File: src/rtl/alu.sv
// Registered 32-bit ARM-style ALU: 16 data-processing ops through one shared 33-bit adder,
// with the result and C/N/Z/V flags captured on the rising clock edge.
package alu_pkg;
  localparam int unsigned WordWidth = 32;

  localparam logic [3:0] ALUType_And = 4'h0;
  localparam logic [3:0] ALUType_Eor = 4'h1;
  localparam logic [3:0] ALUType_Sub = 4'h2;
  localparam logic [3:0] ALUType_Rsb = 4'h3;
  localparam logic [3:0] ALUType_Add = 4'h4;
  localparam logic [3:0] ALUType_Adc = 4'h5;
  localparam logic [3:0] ALUType_Sbc = 4'h6;
  localparam logic [3:0] ALUType_Rsc = 4'h7;
  localparam logic [3:0] ALUType_Tst = 4'h8;
  localparam logic [3:0] ALUType_Teq = 4'h9;
  localparam logic [3:0] ALUType_Cmp = 4'hA;
  localparam logic [3:0] ALUType_Cmn = 4'hB;
  localparam logic [3:0] ALUType_Orr = 4'hC;
  localparam logic [3:0] ALUType_Mov = 4'hD;
  localparam logic [3:0] ALUType_Bic = 4'hE;
  localparam logic [3:0] ALUType_Mvn = 4'hF;
endpackage

module alu
  import alu_pkg::*;
(
  input  logic [WordWidth-1:0] in_Rn,
  input  logic [WordWidth-1:0] in_Op2,
  input  logic                 in_Carry,
  input  logic [3:0]           in_Opcode,
  output logic [WordWidth-1:0] out_Y,
  output logic [3:0]           out_CNZV,
  input  logic                 in_Clk,
  input  logic                 in_Rst_n
);

  logic [WordWidth-1:0] add_a, add_b, logic_r, result;
  logic                 add_cin, is_arith;
  logic [WordWidth:0]   sum;
  logic                 c_d, n_d, z_d, v_d;
  logic [WordWidth-1:0] y_q;
  logic [3:0]           cnzv_q;

  always_comb begin
    add_a    = in_Rn;
    add_b    = in_Op2;
    add_cin  = 1'b0;
    is_arith = 1'b1;
    logic_r  = '0;
    unique case (in_Opcode)
      ALUType_And, ALUType_Tst: begin is_arith = 1'b0; logic_r = in_Rn & in_Op2; end
      ALUType_Eor, ALUType_Teq: begin is_arith = 1'b0; logic_r = in_Rn ^ in_Op2; end
      ALUType_Sub, ALUType_Cmp: begin add_b = ~in_Op2; add_cin = 1'b1; end
      ALUType_Rsb: begin add_a = in_Op2; add_b = ~in_Rn; add_cin = 1'b1; end
      ALUType_Add, ALUType_Cmn: begin end
      ALUType_Adc: add_cin = in_Carry;
      ALUType_Sbc: begin add_b = ~in_Op2; add_cin = in_Carry; end
      ALUType_Rsc: begin add_a = in_Op2; add_b = ~in_Rn; add_cin = in_Carry; end
      ALUType_Orr: begin is_arith = 1'b0; logic_r = in_Rn | in_Op2; end
      ALUType_Mov: begin is_arith = 1'b0; logic_r = in_Op2; end
      ALUType_Bic: begin is_arith = 1'b0; logic_r = in_Rn & ~in_Op2; end
      ALUType_Mvn: begin is_arith = 1'b0; logic_r = ~in_Op2; end
      default: begin end
    endcase

    sum    = {1'b0, add_a} + {1'b0, add_b} + {{WordWidth{1'b0}}, add_cin};
    result = is_arith ? sum[WordWidth-1:0] : logic_r;

    // Logical ops take C from the shifter carry and leave V as last registered.
    c_d = is_arith ? sum[WordWidth] : in_Carry;
    v_d = is_arith ? ((add_a[WordWidth-1] == add_b[WordWidth-1]) &&
                      (sum[WordWidth-1] != add_a[WordWidth-1]))
                   : cnzv_q[0];
    n_d = result[WordWidth-1];
    z_d = (result == '0);
  end

  always_ff @(posedge in_Clk or negedge in_Rst_n) begin
    if (!in_Rst_n) begin
      y_q    <= '0;
      cnzv_q <= 4'b0000;
    end else begin
      y_q    <= result;
      cnzv_q <= {c_d, n_d, z_d, v_d};
    end
  end

  assign out_Y    = y_q;
  assign out_CNZV = cnzv_q;

endmodule

File: config.mk
export PLATFORM = sky130hd
export DESIGN_NAME = alu
export DESIGN_NICKNAME = d
export VERILOG_FILES = /design/src/rtl/alu.sv
export SDC_FILE = /design/constraint.sdc
export NUM_CORES = 1
export LEC_CHECK = 0
export BUFFER_PORTS_ARGS = -buffer_cell sky130_fd_sc_hd__buf_2
export CORE_MARGIN = 4
export CORE_UTILIZATION = 45
export DETAILED_ROUTE_END_ITERATION = 8
export PLACE_DENSITY = 0.72
export SLEW_MARGIN = 10
export SYNTH_ARGS = -nofsm -noshare
export SYNTH_HDL_FRONTEND = slang
export SYNTH_SLANG_ARGS = --single-unit
File: constraint.sdc
create_clock -name in_Clk -period 1.45 [get_ports in_Clk]
set_clock_uncertainty 0.15 [all_clocks]
set_input_delay 0.0725 -clock in_Clk [delete_from_list [all_inputs] [get_ports in_Clk]]
set_output_delay 0.0725 -clock in_Clk [all_outputs]
set_load 0.005 [all_outputs]
# --- Yosys cells after proc, flatten, opt, wreduce, memory -nomap -nowiden ---
# Cells that the tools add are included.
totals:
  n_memories: 0
  romBits: 0
  register_bits: 36
  output_inout_bits: 36
  in_bits: 71
  latch_bits: 0
  mem_bits_rw: 0
op_classes:
  div: 0
  muxes: 6
  eq_ne: 15
  n_addsub: 2
  bitwise: 6
  n_lt_le_gt_ge: 0
  n_reduce_logical: 10
  mul: 0
  shift: 0
op_table:
  columns: ["operator", "n"]
  rows:
  - ["$pmux 32 s6", 1]
  - ["$and 32x32->32", 2]
  - ["$mux 32", 2]
  - ["$not 32->32", 2]
  - ["$pmux 32 s2", 1]
  - ["$add 32x32->33", 1]
  - ["$add 33x1->33", 1]
  - ["$logic_not 32->1", 1]
  - ["$or 32x32->32", 1]
  - ["$xor 32x32->32", 1]
  - ["$eq 4x4->1 const B", 7]
  - ["$eq 4x3->1 const B", 3]
  - ["$reduce_or 3->1", 3]
  - ["$eq 4x2->1 const B", 2]
  - ["$reduce_or 8->1", 1]
  - ["$reduce_or 2->1", 3]
  - ["$eq 4x1->1 const B", 1]
  - ["$logic_not 4->1", 1]
  - ["$pmux 1 s2", 1]
  - ["$eq 1x1->1", 1]
  - ["$logic_and 1x1->1", 1]
  - ["$mux 1", 1]
  - ["$ne 1x1->1", 1]

# --- Logic depth before layout (Yosys ltp) ---
depth:
  depth_word: 7
  mapped_depth: 22

# --- Worst setup path after synthesis ---
# Ideal clock, no wire load.
synth_timing:
  path_type: "input -> register"
  start: "in in_Opcode[0]"
  end: "reg cnzv_q[1] (netlist: out_CNZV[1])"
  arrival_time_ns: 4.928
  setup_ns: 0.072
  slack_ns: -3.699
  cell_stages: 21
  path_buffers: 6
  cell_sequence: "clkbuf_1 > clkbuf_1 > buf_1 > clkbuf_1 > nand3_1 > clkbuf_1 > clkbuf_1 > nor2_1 > a21oi_1 > fa_1 > fa_1 > nand2b_1 > a211oi_1 > nor2_1 > xor2_1 > a22oi_1 > or4_1 > or4_1 > nor4b_2 > nand4b_1 > nor2_1"
synth_via:
  elab_chain_len: 7
  word_cells_on_any_way: 29
  classes_between: "add/sub (2); eq/ne (13); mux (5); reduce/logical (9)"
synth_lines:
  columns: ["item", "line_no", "source"]
  rows:
  - ["from (decl)", "30", "input logic [3:0] in_Opcode,"]
  - ["$eq 4x3->1, or another cell as far along", "50", "unique case (in_Opcode)"]
  - ["$reduce_or 3->1 (no source line) or $reduce_or 2->1 (tied branches)", null, null]
  - ["$pmux 32 s2 or $mux 32 (tied branches)", "50", null]
  - ["$add 32x32->33", "66", "sum = {1'b0, add_a} + {1'b0, add_b} + {{WordWidth{1'b0}}, add_cin};"]
  - ["$add 33x1->33", "66", null]
  - ["$mux 32 (*)", "67", "result = is_arith ? sum[WordWidth-1:0] : logic_r;"]
  - ["named net result[6]", "37", "logic [WordWidth-1:0] add_a, add_b, logic_r, result;"]
  - ["$logic_not 32->1 (*)", "75", "z_d = (result == '0);"]
  - ["named net z_d", "40", "logic c_d, n_d, z_d, v_d;"]
  - ["to (signal assigned)", "84", "cnzv_q <= {c_d, n_d, z_d, v_d};"]
  - ["to (decl)", "42", "logic [3:0] cnzv_q;"]
# The timed path passes the listed nets; every way through them passes the cells marked *.
# A chain may end at the register's enable or synchronous reset.

# --- Worst setup path after layout ---
# Ends and elaborated chain as after synthesis.

==> impl_metrics.tcl <==
set metrics [dict create \
    status "complete, but fails checks" \
    violations "negative setup slack" \
    startpoint_type "primary input" \
    post_dp_cell_area_um2 9000 \
    grt_pass1_wl_um 40400 \
    grt_overflow 0 \
    io_pins 107 \
    worstPathCellList "buf_8, buf_12, nand3_4, buf_4, buf_4, a21oi_2, fa_2, fa_2, nand2b_4, a211oi_4, buf_4, buf_6, o21bai_2, nand4_1, o2111ai_1, or2_4, or4_4, nor4b_2, nand4b_1, nor2_1" \
    syn_area_um2 6130 \
    first_global_vias 8161 \
    finalNetCount 1431 \
    synth.area.mux_share_pct 1.47 \
    clock_path_buffers 2 \
    synth-simple-area-share_pct 21.0 \
    viasPerCell 6.07 \
    dp.cells 1433 \
    grt_usage_pct 31.2 \
    synth_warnings 0 \
    finalMaxSlewViolations 0 \
    cp_slowest_cell "or4_4" \
    antenna_cells 0 \
    dr_wl_met3_um 2720 \
    wl_met2_um 12100 \
    synth-xor-area-share_pct 4.28 \
    synth_cell_type_count 70 \
    antenna_found_initial 0 \
    numPortBuffers 106 \
    cp_num_buf_inv 6 \
    synthAdderAreaFrac_pct 13.5 \
    setup_viol 35 \
    synthCells 926 \
    die_x_um 125 \
    ys_seq_area_share_pct 14.3 \
    path_max_fanout 3 \
    wl_met1_um 10700 \
    async_flop_share_pct 100 \
    r2r_start "out_CNZV[0]" \
    hold_violations 0 \
    cts.sinks 35 \
    synth_flop_cell "dfrtp_1" \
    wl_um 26800 \
    hold_class "primary input to register" \
    cp_top_family "simple AND/OR/NAND/NOR gates" \
    area_delta_synth_final_pct 61.5 \
    synth_edf_count 0 \
    cts_buffers 5 \
    dp_hpwl_um 19200 \
    highest_layer "met4" \
    setup_slack_ns -2.18 \
    tightest_slew_ns 0.741 \
    design_area_um2 9910 \
    crit_required_ns 1.52 \
    drtPass1Iterations 6 \
    p_leak_nw 4.86 \
    timing.hold.ws_ns 0.221 \
    h-tree-depth 2 \
    drt_iter0_drc 1083 \
    r2r_slack_ns 0.70 \
    postLayoutCoreUtil_pct 74.5 \
    drive_gt1_share_pct 42.1 \
    endpoint_kind "register" \
    clk_pin_slew_ns 0.06 \
    synth_top_family_by_area "compound AO/OA/AOI/OAI gates" \
    hp-start "in_Rn[30]" \
    rr_endpoint "out_CNZV[0]" \
    wire_per_inst_um 18.2 \
    cts_tree "yes" \
    p_per_area_nw_per_um2 774 \
    rsz0062_at_grt "yes" \
    place.gp.congestion 0.944 \
    power.total_mw 7.67 \
    design.core.area_um2 13300 \
    worstSkewPairLatency_ns 0.29 \
    grt_max_degree 46 \
    ant_nets 0 \
    stdcell_count 1472 \
    finalCritPeriodShare_pct 250 \
    syn_avg_cell_area_um2 6.62 \
    synth_seq_cells 35 \
    cts-root-buf "clkbuf_16" \
    tns_ns -47.93 \
    die_y_um 125 \
    rows 42 \
    vdd_ir_drop_max_uv 469 \
    rr_worst_depth 2 \
    arrival_ns 3.70 \
    relSlewSlack_pct 50.6 \
    slowest_delay_ns 0.55 \
    period_minus_slack_ns 3.63 \
    hold_depth 5 \
    path_class "primary input to register" \
    cap_viol_max_count 0 \
    min_to "out_Y[30]" \
    crit_top_cell "buf_4" \
    via_count 8934 \
    initial_utilization_pct 46.1 \
    synth_nets 1062 \
    remaining_drc_errors 0 \
    synth_compound_area_share_pct 36.4 \
    die-area_um2 15600 \
    max_freq_mhz 275 \
    dp_slack_ns -2.46 \
]
==> worst max-delay path by stage <==
| stage | start | end | slack [ns] | cells past startpoint |
|---|---|---|---|---|
| 4_1_cts | in_Opcode[0] | out_CNZV[1] | -2.01 | 18 |
| 3_5_place_dp | in_Opcode[3] | out_CNZV[1] | -2.46 | 16 |
| 3_3_place_gp | in_Opcode[3] | out_CNZV[1] | -2.38 | 16 |
| 6_report | in_Opcode[0] | out_CNZV[1] | -2.18 | 20 |
| 5_1_grt | in_Opcode[0] | out_CNZV[1] | -2.31 | 18 |
| 2_1_floorplan | in_Opcode[0] | out_CNZV[1] | -2.69 | 21 |
==> worst min-delay path, stage by stage <==
cell,delay [ns]
buf_2,0.12
o21ai_0,0.10
o211a_1,0.14
buf_4,0.14
nand2_1,0.06
==> layer usage <==
metal,vias up,global-route usage (%)
li1,4099,-
met1,4079,41.8
met2,606,51.1
met3,150,3.17
met4,0,12.7
met5,-,0
==> cell type report <==
class / instances / area [um^2]
sequential: 35 / 876
timing repair buffer: 429 / 3100
inverter: 77 / 289
tap: 176 / 220
clock buffer: 8 / 156
fill: 937 / 3390
multi-input combinational: 747 / 5270
==> where the power goes <==
group / internal (mW) / switching (mW)
registers: 1.21 / 0.0546
clock network: 0.730 / 0.381
logic: 2.61 / 2.68
==> state kept, by name, summed over array words and instances, names as in the netlist <==
name	cells
out_Y	31
out_CNZV	4
==> synthesized netlist by cell type, types with 4 or more instances <==
cell type	instances	area, um^2
inv_1	76	285
dfrtp_1	35	876
buf_1	6	22.5
o22ai_1	12	75.1
a31oi_1	6	37.5
a21oi_1	59	295
ha_1	63	788
a222oi_1	4	40.0
a211oi_1	8	60.1
xnor2_1	17	149
o21a_1	7	52.6
o21ai_0	155	776
a22oi_1	10	75.1
o32ai_1	11	96.3
o211ai_1	7	52.6
and2_1	4	25.0
o221ai_1	4	35.0
nor4_1	6	37.5
a221oi_1	5	43.8
clkbuf_1	55	206
nand2_1	134	503
or2_2	5	31.3
nand3_1	20	100
nand4_1	11	68.8
a21o_1	10	75.1
nor2b_1	7	43.8
mux2i_1	9	90.1
a32oi_1	5	43.8
nor2_1	56	210
o31ai_1	9	67.6
buf_2	4	20.0
a21boi_0	5	37.5
xor2_1	13	114
nand2b_1	8	50.1
nor3_1	19	95.1
==> logic make-up (layout without fill, tap and decap cells) <==
logic type      after synthesis  in the layout
flops                        35             35
simple gates                285            285
buf+inv                     144            514
mux                           9              9
fa+ha+maj                    65             65
compound gates              358            358
xor+xnor                     30             30
==> layout by cell type (no fill, tap or decap), types with 5 or more instances in the layout <==
cell type and instances:
buf_4 308, nand2_1 127, o21ai_0 121, buf_2 104, inv_1 75, ha_1 58
nor2_1 45, a21oi_1 36, dfrtp_1 35, o21ai_1 22, a21oi_2 21, nor3_1 17
nand3_1 17, xnor2_1 15, o21ai_2 11, nand4_1 11, o32ai_1 11, o22ai_1 11
a21o_1 10, xor2_1 10, mux2i_1 9, o31ai_1 8, a22oi_1 8, nor2_2 7
o211ai_1 7, nand2b_1 7, a31oi_1 6, nand2_2 6, nor2b_1 6, nor4_1 6
clkbuf_16 6, buf_6 6, buf_12 6, o21a_1 5, a221oi_1 5
==> timing repair <==
| item | CTS | global route |
|---|---|---|
| pin swaps | 17 | 40 |
| endpoints found under the hold margin | 36 | 0 |
| resized for setup | 70 | 53 |
| cloned | 0 | 1 |
| setup endpoints to repair | 35 | 35 |
| hold buffers | 2 | 0 |
| setup buffers | 8 | 21 |
No activity file was read; power rests on OpenSTA's default activity.
